$ cat config.mk
export PLATFORM = sky130hd
export DESIGN_NAME = decode
export DESIGN_NICKNAME = d
export VERILOG_FILES = /design/src/rtl/decode.sv
export SDC_FILE = /design/constraint.sdc
export NUM_CORES = 1
export LEC_CHECK = 0
export ABC_AREA = 1
export CELL_PAD_IN_SITES_DETAIL_PLACEMENT = 1
export CELL_PAD_IN_SITES_GLOBAL_PLACEMENT = 1
export CORE_MARGIN = 2
export CORE_UTILIZATION = 30
export DETAILED_ROUTE_END_ITERATION = 12
export HOLD_SLACK_MARGIN = 0.05
export PLACE_DENSITY_LB_ADDON = 0.1
export SLEW_MARGIN = 0
export SYNTH_ARGS = -nofsm -noshare
export SYNTH_HDL_FRONTEND = slang
export SYNTH_SLANG_ARGS = --single-unit
$ cat constraint.sdc
create_clock -name clk_i -period 1.3 [get_ports clk_i]
set_clock_uncertainty 0.05 [all_clocks]
set_input_delay 0.195 -clock clk_i [delete_from_list [all_inputs] [get_ports clk_i]]
set_output_delay 0.195 -clock clk_i [all_outputs]
set_load 0.02 [all_outputs]
$ cat src/rtl/decode.sv
// rtl/decode.sv - second CPU pipeline stage: assembles, splits and forwards instructions
//
// Purpose:
//   Consumes 16-bit instruction words from FETCH and assembles one- or
//   two-word instructions. Immediate-form instructions have
//   src_mode == 2'b11 and src_reg == 4'hF, and take a second word as the
//   immediate. DECODE splits each instruction into fields and holds them
//   for EXECUTE until they are accepted. After reset it sends a PC
//   redirect to FETCH.
//
// Configuration:
//   DECODE_JUMP_EN - when defined, an immediate jump (opcode 4'hF in
//   immediate form) is absorbed here and turned into a redirect to the
//   immediate. When undefined, it is forwarded like any other instruction.
//
// Parameters:
//   RESET_PC        - PC sent to FETCH after reset
//
// Ports:
//   clk_i, rst_i    - clock, synchronous active-high reset
//   fe_valid_i      - FETCH word valid
//   fe_ready_o      - DECODE accepts the word
//   fe_addr_i       - address of the word
//   fe_inst_i       - instruction word
//   fe_valid_o      - single-cycle redirect pulse to FETCH
//   fe_pc_o         - redirect PC
//   exe_valid_o     - decoded instruction valid
//   exe_ready_i     - EXECUTE accepts
//   exe_addr_o      - address of the first instruction word
//   exe_opcode_o    - inst[15:12]
//   exe_src_reg_o   - inst[11:8]
//   exe_src_mode_o  - inst[7:6]
//   exe_dst_reg_o   - inst[5:2]
//   exe_dst_mode_o  - inst[1:0]
//   exe_imm_o       - second word, or 0 for single-word instructions
//   exe_imm_valid_o - exe_imm_o is meaningful
module decode #(
  parameter logic [15:0] RESET_PC = 16'h0000
) (
  input  logic        clk_i,
  input  logic        rst_i,
  input  logic        fe_valid_i,
  output logic        fe_ready_o,
  input  logic [15:0] fe_addr_i,
  input  logic [15:0] fe_inst_i,
  output logic        fe_valid_o,
  output logic [15:0] fe_pc_o,
  output logic        exe_valid_o,
  input  logic        exe_ready_i,
  output logic [15:0] exe_addr_o,
  output logic [3:0]  exe_opcode_o,
  output logic [3:0]  exe_src_reg_o,
  output logic [1:0]  exe_src_mode_o,
  output logic [3:0]  exe_dst_reg_o,
  output logic [1:0]  exe_dst_mode_o,
  output logic [15:0] exe_imm_o,
  output logic        exe_imm_valid_o
);

  typedef enum logic [1:0] {
    S_REDIR = 2'd0,
    S_INST  = 2'd1,
    S_IMM   = 2'd2,
    S_OUT   = 2'd3
  } state_t;

  state_t      state_q, state_d;
  logic        fe_ready_q, fe_ready_d;
  logic        fe_valid_q, fe_valid_d;
  logic [15:0] fe_pc_q, fe_pc_d;        // doubles as the redirect target
  logic [15:0] inst_q, inst_d;          // first word while waiting for the immediate
  logic [15:0] addr_q, addr_d;
  logic        exe_valid_q, exe_valid_d;
  logic [15:0] exe_addr_q, exe_addr_d;
  logic [15:0] exe_inst_q, exe_inst_d;
  logic [15:0] exe_imm_q, exe_imm_d;
  logic        exe_imm_valid_q, exe_imm_valid_d;

  logic consume;
  logic is_imm_form;

  // fe_ready_o is registered, so a word is only taken when the flop says so.
  assign consume     = fe_valid_i && fe_ready_q;
  assign is_imm_form = (fe_inst_i[7:6] == 2'b11) && (fe_inst_i[11:8] == 4'hF);

  always_comb begin
    state_d         = state_q;
    fe_pc_d         = fe_pc_q;
    inst_d          = inst_q;
    addr_d          = addr_q;
    exe_valid_d     = exe_valid_q;
    exe_addr_d      = exe_addr_q;
    exe_inst_d      = exe_inst_q;
    exe_imm_d       = exe_imm_q;
    exe_imm_valid_d = exe_imm_valid_q;

    case (state_q)
      S_REDIR: begin
        // A word taken during the redirect pulse belongs to the old stream.
        state_d = S_INST;
      end
      S_INST: begin
        if (consume) begin
          inst_d = fe_inst_i;
          addr_d = fe_addr_i;
          if (is_imm_form) begin
            state_d = S_IMM;
          end else begin
            exe_valid_d     = 1'b1;
            exe_addr_d      = fe_addr_i;
            exe_inst_d      = fe_inst_i;
            exe_imm_d       = 16'h0000;
            exe_imm_valid_d = 1'b0;
            state_d         = S_OUT;
          end
        end
      end
      S_IMM: begin
        if (consume) begin
`ifdef DECODE_JUMP_EN
          if (inst_q[15:12] == 4'hF) begin
            fe_pc_d = fe_inst_i;
            state_d = S_REDIR;
          end else begin
            exe_valid_d     = 1'b1;
            exe_addr_d      = addr_q;
            exe_inst_d      = inst_q;
            exe_imm_d       = fe_inst_i;
            exe_imm_valid_d = 1'b1;
            state_d         = S_OUT;
          end
`else
          exe_valid_d     = 1'b1;
          exe_addr_d      = addr_q;
          exe_inst_d      = inst_q;
          exe_imm_d       = fe_inst_i;
          exe_imm_valid_d = 1'b1;
          state_d         = S_OUT;
`endif
        end
      end
      S_OUT: begin
        if (exe_ready_i) begin
          exe_valid_d = 1'b0;
          state_d     = S_INST;
        end
      end
      default: state_d = S_REDIR;
    endcase

    // Handshake outputs follow the next state so they are registered with it.
    fe_valid_d = (state_d == S_REDIR);
    fe_ready_d = (state_d != S_OUT);
  end

  always_ff @(posedge clk_i) begin
    if (rst_i) begin
      state_q         <= S_REDIR;
      fe_ready_q      <= 1'b1;
      fe_valid_q      <= 1'b1;
      fe_pc_q         <= RESET_PC;
      inst_q          <= 16'h0000;
      addr_q          <= 16'h0000;
      exe_valid_q     <= 1'b0;
      exe_addr_q      <= 16'h0000;
      exe_inst_q      <= 16'h0000;
      exe_imm_q       <= 16'h0000;
      exe_imm_valid_q <= 1'b0;
    end else begin
      state_q         <= state_d;
      fe_ready_q      <= fe_ready_d;
      fe_valid_q      <= fe_valid_d;
      fe_pc_q         <= fe_pc_d;
      inst_q          <= inst_d;
      addr_q          <= addr_d;
      exe_valid_q     <= exe_valid_d;
      exe_addr_q      <= exe_addr_d;
      exe_inst_q      <= exe_inst_d;
      exe_imm_q       <= exe_imm_d;
      exe_imm_valid_q <= exe_imm_valid_d;
    end
  end

  assign fe_ready_o      = fe_ready_q;
  assign fe_valid_o      = fe_valid_q;
  assign fe_pc_o         = fe_pc_q;
  assign exe_valid_o     = exe_valid_q;
  assign exe_addr_o      = exe_addr_q;
  assign exe_opcode_o    = exe_inst_q[15:12];
  assign exe_src_reg_o   = exe_inst_q[11:8];
  assign exe_src_mode_o  = exe_inst_q[7:6];
  assign exe_dst_reg_o   = exe_inst_q[5:2];
  assign exe_dst_mode_o  = exe_inst_q[1:0];
  assign exe_imm_o       = exe_imm_q;
  assign exe_imm_valid_o = exe_imm_valid_q;

endmodule

==> summary.md <==
| Metric | Value |
|---|---|
| Status | complete, but fails checks |
| Failing checks | negative setup slack |
| Final min period | roughly 1.4 ns |
| Pwr/cell area | between 1000 and 1500 nW/um2 |
| CTS hold repair buffers | 0 |
| Final WS setup | -0.0740 ns |
| Layout cell share with drive strength beyond 1 | 0.185 |
| Largest net degree at the start of global routing | 33 |
| Layout Cells excl Fill | approximately 860 |
| Clk pin slew, worst setup/hold paths | about 0.06 ns |
| Worst Path Required | ~1.5 ns |
| # rows | between 40 and 50 |
| Placement Setup Slack | -0.438 ns |
| Die height | ~120 um |
| Vias in the first global route | a little over 4,000 |
| Overflow after GRT | 0 |
| Routed WL per cell | about 15 um |
| Critical Path Start Type | flip-flop |
| First-pass detailed-route iteration total | 4 |
| Synth warn | 0 |
| Fin. max-slew vios | 0 |
| Combinational share of power | 0.226 |
| Leak pwr | 2.67 nW |
| Crit. End Element | flip-flop |
| Clk_lat worst skew | ~0.34 ns |
| Vias | 3,939 |
| Num CTS Buffers | 9 |
| Gate Count Post-Synth | roughly 570 |
| Number of synthesized flops with an enable pin | 0 |
| H-tree levels | 3 |
| Sequential element share of the synthesized area | 0.449 |
| Final Util | 0.456 |
| Yosys top cell area share | 0.449 |
| Setup Crit Path Kind | reg -> reg |
| CTS sink cnt | 86 |
| CP Max Fanout | 8 |
| Synth area leader | dfxtp_1 |
| Core footprint | between 10,000 and 15,000 um2 |
| I/O pin count | between 100 and 150 |
| Total global-route track usage | 0.195 |
| Final period utilization | 1.06 |
| Synthesis-stage register bit count | 86 |
| CTS max path bufs | 2 |
| Commonest cells post-synth | 139 x nand2_1, 133 x nor2_1, 86 x dfxtp_1 |
| Max Fclk | between 0.7 and 0.8 GHz |
| Power share of the clock group | 0.345 |
| Mapped Area | approximately 3800 um2 |
| Max Cap Viol | 0 |
| Sequential power share | 0.428 |
| Initial Util | 0.305 |
| Overall power | around 0.007 W |
| DIE AREA | about 14,000 um2 |
| P_sw | approximately 0.0020 W |
| Synth top area cells | dfxtp_1 45%, nand2_1 14%, nor2_1 13%, nand3_1 8.3%, o21ai_0 4.3% |
| First-pass GRT wire length | 20.6 mm |
| Syn Area/Cell | 6.69 um2 |
| Top_reg_cell synth | dfxtp_1 |
| Worst min path class | in -> reg |
| Fill cell count | 1,572 |
| Vias per cell | between 4 and 5 |
| CP max stage cell | dfxtp_4 |
| Final antenna-violating net count | 0 |
| Cells after DPL | between 800 and 900 |
| Cell family with most CP delay | simple AND/OR/NAND/NOR gates |
| CP max stage delay | between 0.3 and 0.4 ns |
| Layout Area Growth over Synthesis | 49.4% |
| Final Setup Violations | 76 |
| RSZ-0062 raised after global routing | true |
| Int Pwr | a little under 0.005 W |
| CTS root buf | clkbuf_16 |
| Ys async rst share | 0 |
| Sequential standard cell area | 1730 um2 |
| Area of the multi-input gates | approximately 1900 um2 |
| Nets | around 720 |
| Crit path cell chain | inv_4 > nor2_4 > nand2_4 > nand2_8 > nand2_8 > buf_12 > inv_12 > nor2_1 > nor2_1 |
| Initial antenna violation count | 0 |
| Critical Path AT | between 1.5 and 2 ns |
| Die X | 117 um |
| CP Buf/Inv Count | 3 |
| Starting DRT DRC Count | ~130 |
| Post-synth cell types | 20 |
| Diodes inserted | 0 |
| # DRC | 0 |
| GP Congestion | a little under 0.8 |
| IR drop worst, VDD | 0.540 mV |
| Most common cell in the netlist | nand2_1 |
| Routed WL | 12.6 mm |
| Sw frac | 0.298 |
| CTS tree | yes |
| HPWL Detailed | between 8 and 9 mm |
| Min Hold Slack | ~0.31 ns |
| Final Hold Violating Endpoints | 0 |
| IO buf count | between 80 and 90 |
[placed cells by master (no fill, tap or decap), types with 8 or more instances in the layout]
cell type and instances:
nand2_1 135, nor2_2 19, clkdlybuf4s50_1 31, clkdlybuf4s15_1 17, buf_12 12, inv_1 33, buf_4 29, dlygate4sd2_1 30
nor2_1 108, clkbuf_2 8, o21ai_1 23, nand3_1 62, dfxtp_1 83, a21oi_1 16, conb_1 16, clkbuf_16 10
[path summary, 6_finish.rpt]
kind	startpoint	to	slack, ns	depth (start not counted)
min	fe_inst_i[8]	inst_q[8]	0.31	4
max	state_q[1]	exe_inst_q[14]	-0.07	9
max reg2reg	state_q[1]	exe_inst_q[14]	-0.07	9
min reg2reg	exe_addr_o[3]	exe_addr_o[3]	0.41	2
[what timing repair did]
action	in CTS	in global routing
resized for setup	119	85
buffers inserted	6	0
pin swaps	2	8
setup endpoints to repair	105	106
cloned	5	1
[worst register-to-register path, cell delays in order (launching register included)]
cell	delay, ns
dfxtp_4	0.39
inv_4	0.05
nor2_4	0.13
nand2_4	0.09
nand2_8	0.13
nand2_8	0.08
buf_12	0.16
inv_12	0.08
nor2_1	0.04
nor2_1	0.09
[sequential cells by signal, indices dropped and copies added (netlist names)]
name	count
addr_q	16
exe_addr_o	16
exe_imm_o	16
exe_inst_q	16
inst_q	16
state_q	2
exe_imm_valid_o	1
exe_valid_o	1
fe_ready_o	1
fe_valid_o	1
[kinds of logic after synthesis]
logic type      Yosys count  share of synthesized area
compound gates           52                     0.0678
buf+inv                  92                      0.118
flops                    86                      0.449
other cells               1                   0.000978
simple gates            342                      0.364
[cell type report]
type / count / share of cell area
Clock buffer: 12 / 0.0430
Clock inverter: 4 / 0.00393
Inverter: 40 / 0.0303
Multi-Input combinational cell: 410 / 0.331
Sequential cell: 86 / 0.302
Tap cell: 172 / 0.0375
Timing Repair Buffer: 137 / 0.242
Timing Repair inverter: 3 / 0.00982
[per-stage QoR]
step | area (um2) | setup TNS (ns)
2_1_floorplan | 3910 | -0.00187
3_3_place_gp | 5080 | -26.11
3_5_place_dp | 5080 | -29.05
4_1_cts | 5570 | -2.63
5_1_grt | 5730 | -8.06
6_report | 5730 | -2.90
[routing by layer]
metal / global-route usage / wire, um
met2: 0.336 / 6330
met4: 0.0525 / 176
met5: 0 / 0
met1: 0.241 / 5610
met3: 0.0525 / 538
[power by group through the flow]
stage	clock, W	sequential [W]	combinational [W]
floorplan	0	0.00311	0.000670
global placement	0	0.00299	0.00135
detailed placement	0	0.00299	0.00137
CTS	0.00245	0.00294	0.00149
global route	0.00257	0.00297	0.00172
finish	0.00237	0.00295	0.00156
Note: power is estimated with default switching activity, not from simulation.
==> RTL edit 1 (same flow settings) <==
`exe_imm_q` no longer has a reset.
--- a/src/rtl/decode.sv
+++ b/src/rtl/decode.sv
@@ -166,3 +166,2 @@
       exe_inst_q      <= 16'h0000;
-      exe_imm_q       <= 16'h0000;
       exe_imm_valid_q <= 1'b0;
@@ -178,5 +177,8 @@
       exe_inst_q      <= exe_inst_d;
-      exe_imm_q       <= exe_imm_d;
       exe_imm_valid_q <= exe_imm_valid_d;
     end
+  end
+
+  always_ff @(posedge clk_i) begin
+    exe_imm_q <= exe_imm_d;
   end
Formal check against the unedited RTL: differs if rst_i is asserted again (counterexample within 4 cycles, from zero or initial values and one cycle with rst_i high); with rst_i held inactive, the same outputs for 10 cycles.
==> RTL edit 1 against the unedited design <==
  * Routed wire length fell by 6.9%
  * Global-route usage down 2.7 points
  * The flow still finishes with violations (setup timing)
  * Sequential cell count unchanged
  * Cell area decreased by 0.90%
  * Area after synthesis shrank 2.4%
  * Critical endpoint is now exe_inst_q[0]$_SDFFE_PP0P_
  * Sequential power increased by 4%
  * Setup slack lost 0.018 ns
  * Power increased by 2.6%
  * Core utilization rose by 1.3 points
  * Die area down 2.4%
==> RTL edit 1: results <==
set metrics [dict create \
    n_fill_cell 1456 \
    gp_weighted_congestion 0.715 \
    regToRegEndpoint "exe_inst_q[0]$_SDFFE_PP0P_" \
    final-instance-count-excl-fill 749 \
    violated_checks "setup timing" \
    area_contributors_post_synth "sky130_fd_sc_hd__dfxtp_1, sky130_fd_sc_hd__edfxtp_1, sky130_fd_sc_hd__o21ai_0" \
    place.detailed.hpwl_um 6610 \
    routedLengthMet1_um 5290 \
    grt.met1_usage_pct 21.0 \
    grtUsageMet2_pct 29.7 \
    critPathMaxFanout 7 \
    hold_path_depth 3 \
    total_leakage_power_nw 2.45 \
    power_frac_clock_pct 33.5 \
    routed-via-count 3377 \
    drt_first_pass_iters 4 \
    clk_pin_slew_ns 0.06 \
    global_route.usage.met3_pct 2.20 \
    worst_ep_arrival_time_ns 1.56 \
    dp_cells 713 \
    final_nets 613 \
    status "finished, violations left" \
    post_drt_wl_per_cell_um 15.7 \
    synthAdderAreaFrac_pct 0 \
    drt_iter0_markers 105 \
    hold_slack_ns 0.268 \
    synth.top_cell.area_share_pct 37.4 \
    grt_pass1_wl_um 17300 \
    routed_met2_length_um 5880 \
    post-route-worst-setup-slack_ns -0.0921 \
    min_delay_worst_endpoint "inst_q[11]$_SDFFE_PP0P_" \
    post_cts_resize_count 154 \
    switching_share_pct 29.8 \
    report.final.setup_viol 63 \
    synth_common_cells "sky130_fd_sc_hd__nor2_1, sky130_fd_sc_hd__o21ai_0, sky130_fd_sc_hd__dfxtp_1" \
    synth_enable_flop_cells 16 \
    power_per_cell_area_nw_per_um2 1240 \
    count_of_cell_types_in_the_netlist 24 \
    post_dp_cell_area_um2 4800 \
    worst_path_largest_cell_delay_ns 0.36 \
    timing.setup.tns_ns -3.27 \
    max-vdd-ir-drop_uv 535 \
    sequential_to_total_area_share_from_yosys_stat_pct 50.3 \
    route.met3.wl_um 419 \
    postCtsSetupBuffers 8 \
    clockBufferDepth 2 \
    dp_slack_ns -0.552 \
    netlist_instances 462 \
]
==> RTL edit 1: cell count changes after synthesis, moves of 12 or more <==
cell and change:
sky130_fd_sc_hd__nor2_2 +30, sky130_fd_sc_hd__o21ai_0 +38, sky130_fd_sc_hd__edfxtp_1 +16, sky130_fd_sc_hd__dfxtp_1 -16, sky130_fd_sc_hd__o21ai_1 +13, sky130_fd_sc_hd__nand2_1 -70
sky130_fd_sc_hd__clkbuf_1 -12, sky130_fd_sc_hd__nand3_1 -63, sky130_fd_sc_hd__nor2_1 -56
==> RTL edit 1: kinds of logic after synthesis <==
logic type,after synthesis
compound gates,107
buf+inv,82
flops,86
other cells,1
simple gates,186
==> RTL edit 1: worst max-delay path by stage <==
stage | startpoint | endpoint | slack [ns] | cells after the start
finish | state_q[1]$_SDFF_PP0_ | exe_inst_q[0]$_SDFFE_PP0P_ | -0.09 | 9
global route | state_q[1]$_SDFF_PP0_ | exe_inst_q[1]$_SDFFE_PP0P_ | -0.17 | 9
CTS | state_q[1]$_SDFF_PP0_ | exe_inst_q[10]$_SDFFE_PP0P_ | -0.1 | 9
detailed placement | fe_inst_i[8] | exe_addr_o[0]$_SDFFE_PP0P_ | -0.55 | 8
global placement | fe_inst_i[8] | exe_inst_q[8]$_SDFFE_PP0P_ | -0.50 | 8
floorplan | fe_ready_o$_SDFF_PP1_ | exe_imm_o[0]$_SDFFCE_PN0P_ | -0.002 | 7
==> RTL edit 1: layout make-up <==
cell class	count	area, um^2	area share, %
clock buffer	13	250	4.41
clock inverter	2	10.0	0.176
inverter	39	178	3.13
multi-input combinational	309	1730	30.4
sequential	86	1890	33.3
tap	168	210	3.70
timing repair buffer	125	1280	22.5
timing repair inverter	7	134	2.36
==> RTL edit 2 (same flow settings) <==
Without the edit above. Add a define of `DECODE_JUMP_EN`.
--- a/src/rtl/decode.sv
+++ b/src/rtl/decode.sv
@@ -36,2 +36,4 @@
 //   exe_imm_valid_o - exe_imm_o is meaningful
+`define DECODE_JUMP_EN
+
 module decode #(
Check against the original RTL: not equivalent (Yosys sat finds a counterexample within 4 cycles, from zero or initial values and one cycle with rst_i high).
==> RTL edit 2 against the unedited design <==
  * The run still ends with setup timing left
  * Fmax down 11%
  * Worst hold slack better by 0.10 ns
  * Sequential cell count up 16
  * Setup slack worse by 0.17 ns
  * Routed wire length up 14%
  * Critical path depth down 1
  * First-iteration DRC count up 58%
  * Non-clock buffer count up 22
  * Power up 19%
  * Combinational power up 19%
  * Area after synthesis up 5.4%
  * Sequential share of layout area up 2.9 points
  * Count of clock-buffer cells in the layout down 3
  * Cell area up 8.2%
  * Critical path type unchanged
==> RTL edit 2: results <==
set metrics [dict create \
    layout.buffer.nonclock.area_share_pct 25.3 \
    crit_slowest_cell "sky130_fd_sc_hd__dfxtp_1" \
    grt.met1_usage_pct 24.5 \
    routedLengthMet1_um 6520 \
    violated_checks "setup timing" \
    count_of_cell_types_in_the_netlist 23 \
    final_nets 737 \
    placeableCoreArea_um2 13200 \
    synthesis.area_per_instance_um2 7.12 \
    power_report.internal_total_mw 5.70 \
    report.final.setup_viol 100 \
    grt_pass1_vias 4343 \
    final_layout_size_suffix_gt1_share_pct 21.4 \
    area_contributors_post_synth "sky130_fd_sc_hd__dfxtp_1, sky130_fd_sc_hd__nor2_1, sky130_fd_sc_hd__nand2_1" \
    place.detailed.hpwl_um 9490 \
    gr-usage-all-layers_pct 19.7 \
    timing.setup.tns_ns -12.77 \
    post-route-worst-setup-slack_ns -0.248 \
    worst_path_largest_cell_delay_ns 0.35 \
    n_fill_cell 1624 \
    dp_cells 857 \
    synth_common_cells "sky130_fd_sc_hd__nor2_1, sky130_fd_sc_hd__nand2_1, sky130_fd_sc_hd__dfxtp_1" \
    global_route.usage.met3_pct 4.71 \
    sequential_fraction_of_total_cell_area_pct 33.1 \
    clkCellAreaFrac_pct 4.96 \
    max-vdd-ir-drop_uv 943 \
    count_of_multi_input_combinational_gates 415 \
    postRouteWirelength_um 14400 \
    share_of_the_final_layout_cell_area_in_multi_input_gates_pct 32.1 \
    sequential_to_total_area_share_from_yosys_stat_pct 50.5 \
    status "finished, violations left" \
    layout.non_clock_buffers 159 \
    routed_met2_length_um 7130 \
    flops_and_latches 102 \
    grt_pass1_wl_um 22300 \
]
==> RTL edit 2: what timing repair did <==
item | 4_1_cts | 5_1_grt
gates resized for setup | 132 | 122
pin swaps | 2 | 6
gates cloned | 1 | 3
setup buffers | 6 | 2
endpoints found under the setup margin | 167 | 154
==> RTL edit 2: final timing paths <==
| path | to | slack, ns |
|---|---|---|
| worst min register to register | exe_imm_o[13]$_SDFFE_PP0P_ | 0.41 |
| worst max-delay path | exe_addr_o[15]$_SDFFE_PP0P_ | -0.25 |
| worst min-delay path | exe_imm_o[13]$_SDFFE_PP0P_ | 0.41 |
| worst max register to register | exe_addr_o[15]$_SDFFE_PP0P_ | -0.25 |
==> RTL edit 2: cell families after synthesis <==
family	after synthesis	share of synthesized area [%]
compound gates	114	14.3
buf+inv	51	5.29
flops	102	50.5
simple gates	301	30.0
